$ cat src/rtl/mips_bus_pkg.sv
// mips_bus_pkg: shared types and constants for the CPU memory-bus arbiter.
package mips_bus_pkg;

    typedef enum logic {ARB_IDLE, ARB_BUSY} arb_state_t;

    typedef logic owner_t;

    localparam int BUS_DATA_W = 32;
    localparam int BUS_BE_W   = 4;

    // Read data handed to a master whose transfer was aborted by the timeout.
    localparam logic [BUS_DATA_W-1:0] ABORT_RDATA = 32'h0000_0000;

endpackage

$ cat src/rtl/mips_bus_rr_pick.sv
// mips_bus_rr_pick: two-requester round-robin pick, combinational.
//   req_i         : request vector, bit n = master n
//   last_i        : master granted most recently
//   grant_valid_o : at least one request present
//   grant_id_o    : chosen master (the one not granted last when both request)
module mips_bus_rr_pick
    import mips_bus_pkg::*;
(
    input  logic [1:0] req_i,
    input  owner_t     last_i,
    output logic       grant_valid_o,
    output owner_t     grant_id_o
);

    always_comb begin
        grant_valid_o = |req_i;
        grant_id_o    = (&req_i) ? ~last_i : req_i[1];
    end

endmodule

$ cat src/rtl/mips_cpu_bus_arbiter.sv
// mips_cpu_bus_arbiter: two-master / one-slave Avalon-style bus arbiter with stall timeout.
//   clk, reset_n                 : clock and asynchronous active-low reset
//   m0_* (instruction fetch)     : read/write/addr/byteenable/writedata in, waitrequest/readdata out
//   m1_* (load/store)            : same as m0_*
//   s_*                          : slave strobes/address/lanes/data out, waitrequest/readdata in
//   timeout_err                  : one-cycle pulse after a transfer aborted by the timeout
module mips_cpu_bus_arbiter
    import mips_bus_pkg::*;
#(
    parameter int          ADDR_W  = 32,
    parameter int unsigned TIMEOUT = 64
)(
    input  logic                  clk,
    input  logic                  reset_n,
    input  logic                  m0_read,
    input  logic                  m0_write,
    input  logic [ADDR_W-1:0]     m0_addr,
    input  logic [BUS_BE_W-1:0]   m0_byteenable,
    input  logic [BUS_DATA_W-1:0] m0_writedata,
    output logic                  m0_waitrequest,
    output logic [BUS_DATA_W-1:0] m0_readdata,
    input  logic                  m1_read,
    input  logic                  m1_write,
    input  logic [ADDR_W-1:0]     m1_addr,
    input  logic [BUS_BE_W-1:0]   m1_byteenable,
    input  logic [BUS_DATA_W-1:0] m1_writedata,
    output logic                  m1_waitrequest,
    output logic [BUS_DATA_W-1:0] m1_readdata,
    output logic                  s_read,
    output logic                  s_write,
    output logic [ADDR_W-1:0]     s_addr,
    output logic [BUS_BE_W-1:0]   s_byteenable,
    output logic [BUS_DATA_W-1:0] s_writedata,
    input  logic                  s_waitrequest,
    input  logic [BUS_DATA_W-1:0] s_readdata,
    output logic                  timeout_err
);

    // A zero TIMEOUT still needs a 1-bit counter to keep the declarations legal.
    localparam int CNT_W = (TIMEOUT > 0) ? $clog2(TIMEOUT + 1) : 1;
    localparam logic [CNT_W-1:0] CNT_LAST = CNT_W'((TIMEOUT > 0) ? TIMEOUT - 1 : 0);

    arb_state_t       state_q, state_d;
    owner_t           owner_q, owner_d;
    owner_t           last_q, last_d;
    logic [CNT_W-1:0] cnt_q, cnt_d;
    logic             err_q, err_d;

    logic [1:0] req;
    logic       grant_valid;
    owner_t     grant_id;
    logic       busy;
    logic       own_req;
    logic       abort;
    logic       own_wait;

    assign req      = {m1_read | m1_write, m0_read | m0_write};
    assign busy     = (state_q == ARB_BUSY);
    assign own_req  = req[owner_q];
    // A dropped request takes precedence over the timeout: no abort, no error pulse.
    assign abort    = busy && own_req && s_waitrequest && (TIMEOUT != 0) && (cnt_q == CNT_LAST);
    assign own_wait = abort ? 1'b0 : s_waitrequest;

    mips_bus_rr_pick u_pick (
        .req_i         (req),
        .last_i        (last_q),
        .grant_valid_o (grant_valid),
        .grant_id_o    (grant_id)
    );

    always_ff @(posedge clk or negedge reset_n) begin
        if (!reset_n) begin
            state_q <= ARB_IDLE;
            owner_q <= 1'b0;
            last_q  <= 1'b1;
            cnt_q   <= '0;
            err_q   <= 1'b0;
        end else begin
            state_q <= state_d;
            owner_q <= owner_d;
            last_q  <= last_d;
            cnt_q   <= cnt_d;
            err_q   <= err_d;
        end
    end

    always_comb begin
        state_d = state_q;
        owner_d = owner_q;
        last_d  = last_q;
        cnt_d   = cnt_q;
        err_d   = abort;
        if (!busy) begin
            if (grant_valid) begin
                state_d = ARB_BUSY;
                owner_d = grant_id;
                last_d  = grant_id;
                cnt_d   = '0;
            end
        end else if (!own_req || !s_waitrequest || abort) begin
            state_d = ARB_IDLE;
        end else begin
            cnt_d = cnt_q + 1'b1;
        end
    end

    // Slave side follows master 0 while idle, with strobes forced low.
    always_comb begin
        s_read         = busy && (owner_q ? m1_read : m0_read);
        s_write        = busy && (owner_q ? m1_write : m0_write);
        s_addr         = (busy && owner_q) ? m1_addr : m0_addr;
        s_byteenable   = (busy && owner_q) ? m1_byteenable : m0_byteenable;
        s_writedata    = (busy && owner_q) ? m1_writedata : m0_writedata;
        m0_waitrequest = (busy && !owner_q) ? own_wait : 1'b1;
        m1_waitrequest = (busy && owner_q) ? own_wait : 1'b1;
        m0_readdata    = (abort && !owner_q) ? ABORT_RDATA : s_readdata;
        m1_readdata    = (abort && owner_q) ? ABORT_RDATA : s_readdata;
        timeout_err    = err_q;
    end

endmodule
$ cat config.mk
export PLATFORM = sky130hd
export DESIGN_NAME = mips_cpu_bus_arbiter
export DESIGN_NICKNAME = d
export VERILOG_FILES = /design/src/rtl/mips_bus_pkg.sv /design/src/rtl/mips_bus_rr_pick.sv /design/src/rtl/mips_cpu_bus_arbiter.sv
export SDC_FILE = /design/constraint.sdc
export NUM_CORES = 1
export LEC_CHECK = 0
export CAP_MARGIN = 20
export CORE_AREA = 2 2 120 122
export DETAILED_ROUTE_END_ITERATION = 10
export DIE_AREA = 0 0 122 124
export PLACE_DENSITY = 0.51
export SYNTH_ARGS = -nofsm -noshare
export SYNTH_HDL_FRONTEND = slang
export SYNTH_SLANG_ARGS = --single-unit
$ cat constraint.sdc
create_clock -name clk -period 2.45 [get_ports clk]
set_input_delay 0.3675 -clock clk [delete_from_list [all_inputs] [get_ports clk]]
set_output_delay 0.3675 -clock clk [all_outputs]
set_load 0.03 [all_outputs]
==> impl_metrics.py <==
metrics = {
    "status": {
        "status": "complete, but fails checks",
        "violations": "negative setup slack",
    },
    "timing": {
        "worst_pin_slew_ns": 0.497,
        "final-hold-violation-count": 0,
        "setup_viol_count_final": 30,
        "max_freq_mhz": 399,
        "fin_ws_ns": -0.0567,
        "slew-limit-headroom": 0.668,
        "period_share": 1.02,
        "fin_skew_ns": 0.00129,
        "rsz0062_at_grt": "yes",
        "finalCriticalPeriod_ns": 2.51,
        "slew_violations": 0,
    },
    "hold_path": {
        "min_path_type": "primary input to async pin",
    },
    "setup_path": {
        "worst-path-buf-inv": 2,
        "cp.arrival_ns": 2.14,
        "crit_required_ns": 2.08,
        "slowest_delay_ns": 0.37,
        "crit_type": "flip-flop to primary output",
        "cp-start-kind": "flip-flop",
        "path_delay_family": "simple AND/OR/NAND/NOR gates",
        "endpoint_kind": "primary output",
        "crit_fanout": 32,
        "slowest_stage": "or3_4",
        "crit_chain": "ha_2 -> nand4_1 -> or3_4 -> nor4_4 -> buf_12 -> nor2b_1 -> clkdlybuf4s15_2",
    },
    "logic_synthesis": {
        "synth_cell_types": 34,
        "syn-num-nets": 386,
        "synth_area_um2": 1860,
        "async_reset_ff_frac": 1.00,
        "avgSynthCellArea_um2": 8.85,
        "yosysSeqAreaShare": 0.149,
        "synth-edff-count": 0,
        "ys.flop_type": "dfrtp_1",
        "synthCells": 210,
        "synth_seq_cells": 11,
        "yosys_warnings": 0,
    },
    "power": {
        "p_switching_w": 0.00190,
        "power.total_w": 0.00396,
        "combPwrFrac": 0.856,
        "leakage_nw": 2.51,
        "p_sw_frac": 0.480,
        "p_int_w": 0.00206,
        "cellPowerDensity_nw_per_um2": 724,
        "power.share.sequential": 0.069,
        "clockPowerShare": 0.075,
        "peakVddDrop_v": 0.000353,
    },
    "place": {
        "place_congestion": 0.805,
        "port_buffers": 311,
        "dp_hpwl_um": 10700,
        "place_ws_ns": -0.130,
    },
    "grt": {
        "grt_pass1_wl_um": 16000,
        "antenna_found_initial": 0,
        "grt_overflow_total": 0,
        "grt_max_degree": 33,
        "grt_pass1_vias": 2729,
        "grt_usage": 0.140,
    },
    "layout": {
        "antenna_cells": 0,
        "multi_input_area_um2": 1510,
        "syn_to_final_growth_pct": 194,
        "n_fill_cell": 1409,
        "seq_area_um2": 277,
        "nets": 709,
        "drive_gt1_frac": 0.352,
    },
    "detailed_routing": {
        "drt-vias-per-instance": 3.99,
        "first_pass_iters": 4,
        "totalWireLength_um": 12100,
        "final_antenna_net_count": 0,
        "avgRoutedWirePerCell_um": 17.0,
        "num_vias": 2844,
        "remaining_drc_errors": 0,
        "drtIter0Drc": 40,
    },
    "clock_network": {
        "cts_tree": "yes",
        "cts_buffer_depth": 2,
        "cts_root_buffer": "clkbuf_16",
        "cts-buffers-inserted": 3,
        "path_clk_slew_ns": 0.04,
        "clk_latency_ns": 0.24,
        "htreeDepth": 1,
        "numClockSinks": 11,
        "hold_buffers": 0,
    },
    "floorplanning": {
        "start_util": 0.135,
        "core_um2": 13700,
        "dieWidth_um": 122,
        "ios": 312,
        "die-area_um2": 15100,
        "die_y_um": 124,
        "num_rows": 43,
    },
    "run": {
        "maxCapViolations": 0,
    },
}
-- Yosys cell counts, types with 2 or more instances --
cell      count  share of area
dfrtp_1      10           0.13
mux2i_1       5          0.027
o31ai_1       2         0.0081
a21o_1        2         0.0081
buf_1         5          0.010
and2_1       32           0.11
inv_1         2         0.0040
o21ai_0       4          0.011
nor2_1        5          0.010
nor2b_1      34           0.11
nand2_1       6          0.012
nor3_1        3         0.0081
nand3_1       3         0.0081
buf_2         7          0.019
mux2_2       68           0.41
clkbuf_1      4         0.0081
-- area by class of cell --
| cell class | instances | area share |
|---|---|---|
| well taps | 180 | 0.0412 |
| repair buffers | 334 | 0.616 |
| clock buffers | 4 | 0.0144 |
| multi-input cells | 181 | 0.276 |
| inverters | 2 | 0.00137 |
| flip-flops and latches | 11 | 0.0506 |
-- cells in the final DEF (no fill, tap or decap), drive strengths merged, types with 2 or more instances in the layout --
cell type / n
dlygate4sd2: 10
buf: 79
dfrtp: 10
nand2: 6
clkbuf: 4
nor3: 4
o31ai: 2
dlymetal6s2s: 35
mux2: 68
nor2b: 34
clkdlybuf4s15: 30
inv: 2
mux2i: 5
nand3: 3
a21o: 2
o21ai: 4
clkdlybuf4s50: 179
and2: 32
nor2: 5
-- per-stage QoR --
stage                     hold slack [ns]  std cells   util  setup TNS, ns  instance area (µm²)
final                               0.467        712  0.398          -1.38                 5460
after global routing                0.519        712  0.398          -4.78                 5460
after CTS                           0.495        712  0.392          -2.22                 5380
after detailed placement            0.514        707  0.382          -3.66                 5240
after global placement              0.496        707  0.382          -2.41                 5240
after floorplan                    0.0719        210      -              0                 1860
-- registers in the layout, summed over array words and instances (netlist names) --
| register | count |
|---|---|
| cnt_q | 7 |
| busy | 1 |
| last_q | 1 |
| timeout_err | 1 |
| owner_q | 1 |
-- per-layer routing --
layer  track usage  routed length (µm)  part of all wire  vias to the layer above
li1              -                   -                 -                     1380
met3        0.0485                1420              0.12                        5
met2         0.287                6680              0.55                      191
met4        0.0151                  44            0.0036                        0
met5             0                   0                 0                        -
met1         0.138                3990              0.33                     1268
-- repair_timing --
action	4_1_cts	5_1_grt
setup buffers	0	0
resized for setup	102	38
setup endpoints to repair	67	67
cloned	1	0
-- power by group through the flow --
| stage | Clock, W | Combinational [W] | Sequential [W] |
|---|---|---|---|
| final | 0.000296 | 0.00339 | 0.000272 |
| after detailed placement | 0 | 0.00343 | 0.000275 |
| after floorplan | 0 | 0.00197 | 0.000248 |
| after global placement | 0 | 0.00344 | 0.000272 |
| after global routing | 0.000316 | 0.00356 | 0.000278 |
| after CTS | 0.000303 | 0.00349 | 0.000273 |
-- logic make-up after synthesis --
kind of cell	after synthesis	share of synthesized area
buffers and inverters	18	0.0411
flip-flops	11	0.149
AND/OR/NAND/NOR	91	0.302
multiplexers	73	0.439
AO/OA/AOI/OAI	16	0.0626
adder cells (fa/ha/maj)	1	0.00673
-- worst paths after layout --
path | startpoint | to | slack, ns | cells after the start
worst min-delay path | reset_n | cnt_q[4] | 0.47 | 1
worst max-delay path | cnt_q[0] | m0_readdata[26] | -0.06 | 7
worst max register to register | busy | cnt_q[5] | 0.75 | 5
worst min register to register | last_q | last_q | 0.51 | 2
max in group asynchronous | reset_n | last_q | 1.63 | 1
min in group clk | last_q | last_q | 0.51 | 2
(Power assumes the default switching activity.)
